$ cat config.mk
export PLATFORM = sky130hd
export DESIGN_NAME = fp_mul_pipe
export DESIGN_NICKNAME = d
export VERILOG_FILES = /design/src/rtl/fp_pkg.sv /design/src/rtl/fp_classify.sv /design/src/rtl/fp_mul_pipe.sv
export SDC_FILE = /design/constraint.sdc
export NUM_CORES = 2
export LEC_CHECK = 0
export ABC_AREA = 1
export BUFFER_PORTS_ARGS = -buffer_cell sky130_fd_sc_hd__buf_2
export CAP_MARGIN = 10
export CORE_UTILIZATION = 59
export DETAILED_ROUTE_END_ITERATION = 7
export GPL_TIMING_DRIVEN = 1
export PLACE_DENSITY = 0.8
export REMOVE_ABC_BUFFERS = 1
export SLEW_MARGIN = 20
export SYNTH_ARGS = -nofsm -noshare
export SYNTH_HDL_FRONTEND = slang
export SYNTH_HIERARCHICAL = 1
export SYNTH_SLANG_ARGS = --single-unit
$ cat constraint.sdc
create_clock -name clk -period 5.6 [get_ports clk]
set_input_delay 0.28 -clock clk [delete_from_list [all_inputs] [get_ports clk]]
set_output_delay 0.28 -clock clk [all_outputs]
set_load 0.1 [all_outputs]
$ cat src/rtl/fp_pkg.sv
// Shared types, flag indices and rounding helper for the floating-point multiplier.
package fp_pkg;

  typedef enum logic [2:0] {FP_ZERO, FP_NORM, FP_INF, FP_QNAN, FP_SNAN} fp_class_e;

  // Bit positions inside the 4-bit flag vector {invalid, overflow, underflow, inexact}
  localparam int FLG_NV = 3;
  localparam int FLG_OF = 2;
  localparam int FLG_UF = 1;
  localparam int FLG_NX = 0;

  function automatic logic rne_round_up(input logic l, input logic g, input logic r, input logic s);
    return g & (r | s | l);
  endfunction

endpackage

$ cat src/rtl/fp_classify.sv
// Combinational unpack and classification of one operand; denormals are treated as zero.
module fp_classify
  import fp_pkg::*;
#(
  parameter int EXP_W = 8,
  parameter int MAN_W = 23
) (
  input  logic [EXP_W+MAN_W:0] op,
  output logic                 sign,
  output logic [EXP_W-1:0]     expo,
  output logic [MAN_W:0]       man,
  output fp_class_e            cls
);

  logic [MAN_W-1:0] frac;

  assign sign = op[EXP_W+MAN_W];
  assign expo = op[EXP_W+MAN_W-1:MAN_W];
  assign frac = op[MAN_W-1:0];
  assign man  = {1'b1, frac};

  always_comb begin
    cls = FP_NORM;
    if (expo == '0) begin
      cls = FP_ZERO;
    end else if (expo == '1) begin
      if (frac == '0)
        cls = FP_INF;
      else if (frac[MAN_W-1])
        cls = FP_QNAN;
      else
        cls = FP_SNAN;
    end
  end

endmodule

$ cat src/rtl/fp_mul_pipe.sv
// Three-stage pipelined floating-point multiplier (classify, multiply, normalize/round)
// with valid/ready flow control, sideband tag and IEEE-style exception flags.
module fp_mul_pipe
  import fp_pkg::*;
#(
  parameter int EXP_W = 8,
  parameter int MAN_W = 23,
  parameter int TAG_W = 4
) (
  input  logic                     clk,
  input  logic                     rst,
  input  logic                     in_valid,
  output logic                     in_ready,
  input  logic [EXP_W+MAN_W:0]     in_a,
  input  logic [EXP_W+MAN_W:0]     in_b,
  input  logic [TAG_W-1:0]         in_tag,
  output logic                     out_valid,
  input  logic                     out_ready,
  output logic [EXP_W+MAN_W:0]     out_p,
  output logic [TAG_W-1:0]         out_tag,
  output logic [3:0]               out_flags
);

  localparam int W  = 1 + EXP_W + MAN_W;
  localparam int PW = 2 * MAN_W + 2;
  localparam int EW = EXP_W + 2;
  localparam logic signed [EW-1:0] BIAS_S = EW'(2**(EXP_W-1) - 1);
  localparam logic signed [EW-1:0] EMAX_S = EW'(2**EXP_W - 1);
  localparam logic signed [EW-1:0] ZERO_S = '0;
  localparam logic [W-1:0] QNAN = {1'b0, {EXP_W{1'b1}}, 1'b1, {(MAN_W-1){1'b0}}};

  // Handshake: each stage moves when it is empty or the next stage moves
  logic v1_reg, v2_reg, out_valid_reg;
  logic adv1, adv2, adv3;

  assign adv3     = ~out_valid_reg | out_ready;
  assign adv2     = ~v2_reg | adv3;
  assign adv1     = ~v1_reg | adv2;
  assign in_ready = adv1;

  always_ff @(posedge clk) begin
    if (rst) begin
      v1_reg <= 1'b0;
      v2_reg <= 1'b0;
    end else begin
      if (adv1) v1_reg <= in_valid;
      if (adv2) v2_reg <= v1_reg;
    end
  end

  // Stage 1: unpack, classify, resolve specials, add exponents
  logic [W-1:0]     op   [2];
  logic             sgn  [2];
  logic [EXP_W-1:0] ex   [2];
  logic [MAN_W:0]   man  [2];
  fp_class_e        cls  [2];

  assign op[0] = in_a;
  assign op[1] = in_b;

  generate
    for (genvar gi = 0; gi < 2; gi++) begin : g_cls
      fp_classify #(.EXP_W(EXP_W), .MAN_W(MAN_W)) u_cls (
        .op   (op[gi]),
        .sign (sgn[gi]),
        .expo (ex[gi]),
        .man  (man[gi]),
        .cls  (cls[gi])
      );
    end
  endgenerate

  logic                 any_nan, any_snan, any_inf, any_zero;
  logic                 s1_sign, s1_spec;
  logic [W-1:0]         s1_p;
  logic [3:0]           s1_f;
  logic signed [EW-1:0] s1_exp;

  always_comb begin
    any_snan = (cls[0] == FP_SNAN) || (cls[1] == FP_SNAN);
    any_nan  = any_snan || (cls[0] == FP_QNAN) || (cls[1] == FP_QNAN);
    any_inf  = (cls[0] == FP_INF) || (cls[1] == FP_INF);
    any_zero = (cls[0] == FP_ZERO) || (cls[1] == FP_ZERO);
    s1_sign  = sgn[0] ^ sgn[1];
    s1_exp   = $signed({2'b00, ex[0]}) + $signed({2'b00, ex[1]}) - BIAS_S;
    s1_spec  = 1'b1;
    s1_p     = '0;
    s1_f     = '0;
    if (any_nan || (any_inf && any_zero)) begin
      s1_p         = QNAN;
      s1_f[FLG_NV] = any_snan || (any_inf && any_zero);
    end else if (any_inf) begin
      s1_p = {s1_sign, {EXP_W{1'b1}}, {MAN_W{1'b0}}};
    end else if (any_zero) begin
      s1_p = {s1_sign, {(W-1){1'b0}}};
    end else begin
      s1_spec = 1'b0;
    end
  end

  logic                 sign1_reg, spec1_reg;
  logic signed [EW-1:0] exp1_reg;
  logic [MAN_W:0]       ma1_reg, mb1_reg;
  logic [W-1:0]         sp1_reg;
  logic [3:0]           sf1_reg;
  logic [TAG_W-1:0]     tag1_reg;

  always_ff @(posedge clk) begin
    if (adv1) begin
      sign1_reg <= s1_sign;
      exp1_reg  <= s1_exp;
      ma1_reg   <= man[0];
      mb1_reg   <= man[1];
      spec1_reg <= s1_spec;
      sp1_reg   <= s1_p;
      sf1_reg   <= s1_f;
      tag1_reg  <= in_tag;
    end
  end

  // Stage 2: full-width mantissa product
  logic                 sign2_reg, spec2_reg;
  logic signed [EW-1:0] exp2_reg;
  logic [PW-1:0]        prod2_reg;
  logic [W-1:0]         sp2_reg;
  logic [3:0]           sf2_reg;
  logic [TAG_W-1:0]     tag2_reg;

  always_ff @(posedge clk) begin
    if (adv2) begin
      sign2_reg <= sign1_reg;
      exp2_reg  <= exp1_reg;
      prod2_reg <= {{(MAN_W+1){1'b0}}, ma1_reg} * {{(MAN_W+1){1'b0}}, mb1_reg};
      spec2_reg <= spec1_reg;
      sp2_reg   <= sp1_reg;
      sf2_reg   <= sf1_reg;
      tag2_reg  <= tag1_reg;
    end
  end

  // Stage 3: normalize (hidden bit dropped), round to nearest even, range check
  logic [2*MAN_W:0]     norm3;
  logic [MAN_W-1:0]     frac3;
  logic                 g3, r3, s3, up3;
  logic [MAN_W:0]       frac_rnd3;
  logic signed [EW-1:0] e_norm3, e_fin3;
  logic [W-1:0]         p3;
  logic [3:0]           f3;

  always_comb begin
    norm3     = prod2_reg[PW-1] ? prod2_reg[PW-2:0] : {prod2_reg[PW-3:0], 1'b0};
    frac3     = norm3[2*MAN_W:MAN_W+1];
    g3        = norm3[MAN_W];
    r3        = norm3[MAN_W-1];
    s3        = |norm3[MAN_W-2:0];
    up3       = rne_round_up(frac3[0], g3, r3, s3);
    frac_rnd3 = {1'b0, frac3} + {{MAN_W{1'b0}}, up3};
    e_norm3   = exp2_reg + $signed({{(EW-1){1'b0}}, prod2_reg[PW-1]});
    // A fraction carry-out means the mantissa became exactly 2.0: bump exponent
    e_fin3    = e_norm3 + $signed({{(EW-1){1'b0}}, frac_rnd3[MAN_W]});
    p3        = {sign2_reg, e_fin3[EXP_W-1:0], frac_rnd3[MAN_W-1:0]};
    f3        = '0;
    f3[FLG_NX] = g3 | r3 | s3;
    if (spec2_reg) begin
      p3 = sp2_reg;
      f3 = sf2_reg;
    end else if (e_fin3 >= EMAX_S) begin
      p3         = {sign2_reg, {EXP_W{1'b1}}, {MAN_W{1'b0}}};
      f3[FLG_OF] = 1'b1;
      f3[FLG_NX] = 1'b1;
    end else if (e_fin3 <= ZERO_S) begin
      p3         = {sign2_reg, {(W-1){1'b0}}};
      f3[FLG_UF] = 1'b1;
      f3[FLG_NX] = 1'b1;
    end
  end

  logic [W-1:0]     out_p_reg;
  logic [TAG_W-1:0] out_tag_reg;
  logic [3:0]       out_flags_reg;

  always_ff @(posedge clk) begin
    if (rst) begin
      out_valid_reg <= 1'b0;
      out_p_reg     <= '0;
      out_tag_reg   <= '0;
      out_flags_reg <= '0;
    end else if (adv3) begin
      out_valid_reg <= v2_reg;
      if (v2_reg) begin
        out_p_reg     <= p3;
        out_tag_reg   <= tag2_reg;
        out_flags_reg <= f3;
      end
    end
  end

  assign out_valid = out_valid_reg;
  assign out_p     = out_p_reg;
  assign out_tag   = out_tag_reg;
  assign out_flags = out_flags_reg;

endmodule

==> results by group, run 1 <==
Outcome
  • Status: aborted with a tool error
  • Failing step: global routing (5_1_grt)
  • Tool Error: [ERROR GRT-0232] Routing congestion too high. Check the congestion heatmap in the GUI.

Clocking
  • H-tree Lvls: 4
  • Clock sinks: 179
  • Cts bufs inserted: 17
  • Root Buffer: clkbuf_16
  • CTS Buffer Depth: 2

Placement
  • Placed cell area: 0.0314 sq mm
  • Post-DP HPWL: 61700 microns
  • Port bufs: 113
  • GP Congestion: 0.979

Global routing
  • Overflow after GRT: 15
  • GRT Total Usage: 59.1%
  • Initial antenna violation count: 10
  • Pin count of the biggest net entering global routing: 69

Synth
  • Syn avg cell area: 8.03 sq um
  • Mapped cell area: 0.0285 sq mm
  • Yosys reg bits: 179
  • EDFF count, synth: 136
  • Synth Warn #: 6
  • Mapped Cells: 3547
  • Main flop type after synthesis: edfxtp_1
  • Async S/R FF share, synth: 0%
  • Seq/Total Area, Yosys: 17.4%
  • Synth cell types: 46

Die
  • Die span in y: 222 microns
  • Die Width: 222 microns
  • Core Rows: 80
  • # IOs: 114
  • Initial Util: 59.8%

Timing
  • Post-GRT worst EP: prod2_reg[33]$_DFFE_PP_/D
  • Worst endpoint type: register input
[repair_timing]
action	in CTS
hold endpoints to repair	21
cloned	4
resized for setup	451
pin swaps	165
endpoints found under the setup margin	37
hold buffers	21
setup buffers	85
[stage by stage]
step                instances  setup TNS [ps]  setup WS, ps
global placement         4401          -23680          -915
CTS                      4541          -14570          -636
detailed placement       4401          -25570          -998
floorplan                3365           -9980          -527
[logic make-up after synthesis]
| group | count (synthesis) | synth area share [%] |
|---|---|---|
| xor gates and xnor gates | 64 | 1.97 |
| and+or+nand+nor | 1243 | 17.5 |
| DFF | 179 | 17.4 |
| buffers and inverters | 1174 | 16.5 |
| adders and majority gates | 676 | 42.5 |
| other | 2 | 0.0264 |
| AOI/OAI and AO/OA | 209 | 4.12 |
[Yosys cell counts (4+ instances only)]
cell type  count  area, sq um
inv_1        981         3680
o21a_1         9         67.6
nand4_1       23          144
nand2_1      902         3390
nor3_1        17         85.1
a31oi_1        8         50.1
nor2_1       173          649
ha_1         192         2400
a21boi_0       4         30.0
clkbuf_1     104          390
nor2_4         4         45.0
inv_2          9         33.8
nor2_2        12         75.1
buf_4         70          526
fa_1         484         9690
buf_2          4         20.0
nand2_2        7         43.8
o21bai_1       9         67.6
nor4_1         7         43.8
a21o_1         7         52.6
or2_2          6         37.5
xor2_1        45          394
dfxtp_1       43          861
nand3_1       85          425
xnor2_1       19          166
a21oi_1       95          475
o21ai_1        6         30.0
o21ai_0       55          275
edfxtp_1     136         4080
[per-layer routing]
layer	GRT usage, %	GRT overflow
met1	58.6	0
met2	74.6	7
met3	46.4	0
met4	55.3	8
met5	27.4	0
==> run 2, diff against run 1 <==
CORE_UTILIZATION = 40   (was 59)
PLACE_DENSITY = default   (was 0.8)
PLACE_DENSITY_LB_ADDON = 0.15   (was default)
clock period = 7.3 ns   (was 5.6 ns; I/O delays follow)
==> run 2 against run 1 <==
Against the previous run: synthesized cell count unchanged; the run now ends clean; area after synthesis stayed put.
==> results by group, run 2 <==
Clocking
  • Root Buffer: clkbuf_16
  • Worst-Skew Late Latency: 500 ps
  • Cts bufs inserted: 17 (unchanged)
  • CTS Hold Bufs: 0 (-100%)
  • TritonCTS clock tree: built
  • CTS Buffer Depth: 2 (unchanged)
  • Reg clk slew, reported paths: 80 ps
  • H-tree Lvls: 4 (unchanged)
  • Clock sinks: 179 (unchanged)

Global routing
  • Overflow after GRT: 0
  • Initial antenna violation count: 0
  • Vias in the first global route: 22.3k
  • First-pass GRT wire length: 124000 microns
  • Pin count of the biggest net entering global routing: 71
  • GRT Total Usage: 22.8%

Detailed routing
  • 1st-iter DRT viols: 1347
  • WL met1: 36300 microns
  • Metal2 WL: 37000 microns
  • Post-Route WL: 77900 microns
  • Top routing layer used: met4
  • Final antenna-violating net count: 0
  • Drt first pass iters: 5
  • WL/cell: 17.1 microns
  • Routed vias/inst: 4.67
  • Remaining DRCs: 0
  • WL met3: 3240 microns
  • Vias: 21.2k

Synth
  • Area contributors post-synth: fa_1 (34%), edfxtp_1 (14%), inv_1 (13%), nand2_1 (12%), ha_1 (8.4%)
  • Synth cell types: 46 (unchanged)
  • Commonest cells in the netlist: inv_1 (981), nand2_1 (902), fa_1 (484)
  • Synth Warn #: 6 (unchanged)
  • Post-synth top area cell: fa_1
  • Yosys reg bits: 179 (unchanged)
  • Mapped Cells: 3547 (unchanged)
  • EDFF count, synth: 136 (unchanged)
  • Main flop type after synthesis: edfxtp_1
  • Syn avg cell area: 8.03 sq um (unchanged)
  • Mapped cell area: 0.0285 sq mm (unchanged)
  • Async S/R FF share, synth: 0% (unchanged)
  • Top-count cell post-synth: inv_1
  • Seq/Total Area, Yosys: 17.4% (unchanged)
  • Post-synth top area share: 34.0% (unchanged)

Timing
  • Worst-margin pin slew: 1080 ps
  • WHS: 41.1 ps
  • Final Cycle Share: 95.2%
  • # setup viols final: 0
  • Setup ws final: 348 ps
  • Crit path time final: 6950 ps
  • Final setup skew: 18.9 ps
  • Slew Viols, Final: 0
  • Peak Freq: 0.144 GHz
  • Final count of hold timing violations: 0
  • Max-slew headroom: 27.7%
  • Unrepaired setup endpoints after global routing: no
  • Setup TNS: 0 ps

Placement
  • Place WS: 249 ps (+1250 ps)
  • Placed insts: 4504 (+2.3%)
  • GP Congestion: 0.913 (-6.8%)
  • Port bufs: 113 (unchanged)
  • Post-DP HPWL: 64700 microns (+5.0%)

Run
  • Maxcap violations: 0

Die
  • DIE AREA: 0.0722 sq mm
  • Core area: 0.0703 sq mm
  • Core Rows: 97 (+21%)
  • Die Width: 269 microns (+21%)
  • Die span in y: 269 microns (+21%)
  • # IOs: 114 (unchanged)
  • Initial Util: 40.5% (-19 points)

Critical path
  • Crit path launch type: register
  • CP arrival: 7290 ps
  • R2R depth: 22
  • Crit Path Category: register to register
  • Reg-to-Reg Start: mb1_reg[9]$_DFFE_PP_
  • Worst-path maximum fanout: 17
  • CP required: 7630 ps
  • CP endpoint kind: register
  • Worst Setup SP: mb1_reg[9]$_DFFE_PP_
  • Reg2Reg Setup Slack: 350 ps
  • Reg2reg end: prod2_reg[32]$_DFFE_PP_
  • Crit path to: prod2_reg[32]$_DFFE_PP_

Final layout
  • Commonest cells after routing, fill and taps aside: inv_1 (980), nand2_1 (901), fa_1 (484)
  • Synth-to-Final Area Change: 7.91%
  • Diodes inserted: 0
  • Largest register FFs: 48
  • Layout cells sized above 1: 8.07%
  • Commonest non-fill, non-tap cell in the layout: inv_1
  • Final non-filler cell total: 4548
  • Nets: 4343

Hold path
  • Hold Crit Class: input pin to register
  • Worst hold path stage count: 1

Outcome
  • Status: complete, no violations
run 2: cell counts after synthesis:
No cell type changed its count.
run 2: logic make-up after synthesis:
logic type | synth area share, %
AND/OR/NAND/NOR | 17.5
buffers and inverters | 16.5
adder cells (fa/ha/maj) | 42.5
AO/OA/AOI/OAI | 4.12
flip-flops | 17.4
XOR/XNOR | 1.97
other | 0.0264
run 2: how the worst min path moves through the flow:
stage | from | end | slack (ps)
6_report | in_tag[0] | tag1_reg[0]$_DFFE_PP_ | 40
5_1_grt | in_tag[2] | tag1_reg[2]$_DFFE_PP_ | 10
2_1_floorplan | exp1_reg[0]$_DFFE_PP_ | exp2_reg[0]$_DFFE_PP_ | 400
4_1_cts | in_tag[0] | tag1_reg[0]$_DFFE_PP_ | 3
3_5_place_dp | sign1_reg$_DFFE_PP_ | sign2_reg$_DFFE_PP_ | 400
3_3_place_gp | exp1_reg[4]$_DFFE_PP_ | exp2_reg[4]$_DFFE_PP_ | 400
run 2: layout make-up:
type	count	area (sq um)
Fill cell	7209	39600
Clock inverter	14	193
Inverter	992	3720
Clock buffer	18	450
Multi-Input combinational cell	2194	18800
Timing Repair Buffer	211	1390
Sequential cell	179	4940
Tap cell	940	1180
run 2: stage by stage:
stage	util (%)	instance area [sq um]
finish	43.7	30700
global route	43.7	30700
CTS	43.5	30600
detailed placement	42.6	30000
global placement	42.6	30000
floorplan	-	27500
run 2: worst max-delay path, cell delays in order, from the launching register on:
cell	delay, ps
edfxtp_1	850
buf_4	280
nand2_1	90
fa_1	440
inv_1	80
fa_1	420
inv_1	120
fa_1	470
fa_1	540
inv_1	70
fa_1	500
fa_1	490
inv_1	50
fa_1	470
inv_1	40
ha_1	370
nand2_1	120
nor2_1	220
nand2_1	110
nor4_1	440
a21oi_1	240
o21bai_1	200
xor2_1	200
run 2: layer usage:
| metal | vias up | GRT usage [%] |
|---|---|---|
| li1 | 10356 | - |
| met1 | 10368 | 31.3 |
| met2 | 461 | 38.3 |
| met3 | 63 | 2.89 |
| met4 | 0 | 4.98 |
| met5 | - | 0 |
run 2: timing repair:
action / in CTS / in global routing
gates resized for setup: 0 / 1
buffers inserted: 0 / 12
setup endpoints to repair: 0 / 3
endpoints found under the hold margin: 0 / 0
Power of run 2 is not shown: default switching activity piles up to over one toggle a cycle in this logic, so the estimate is an artifact.
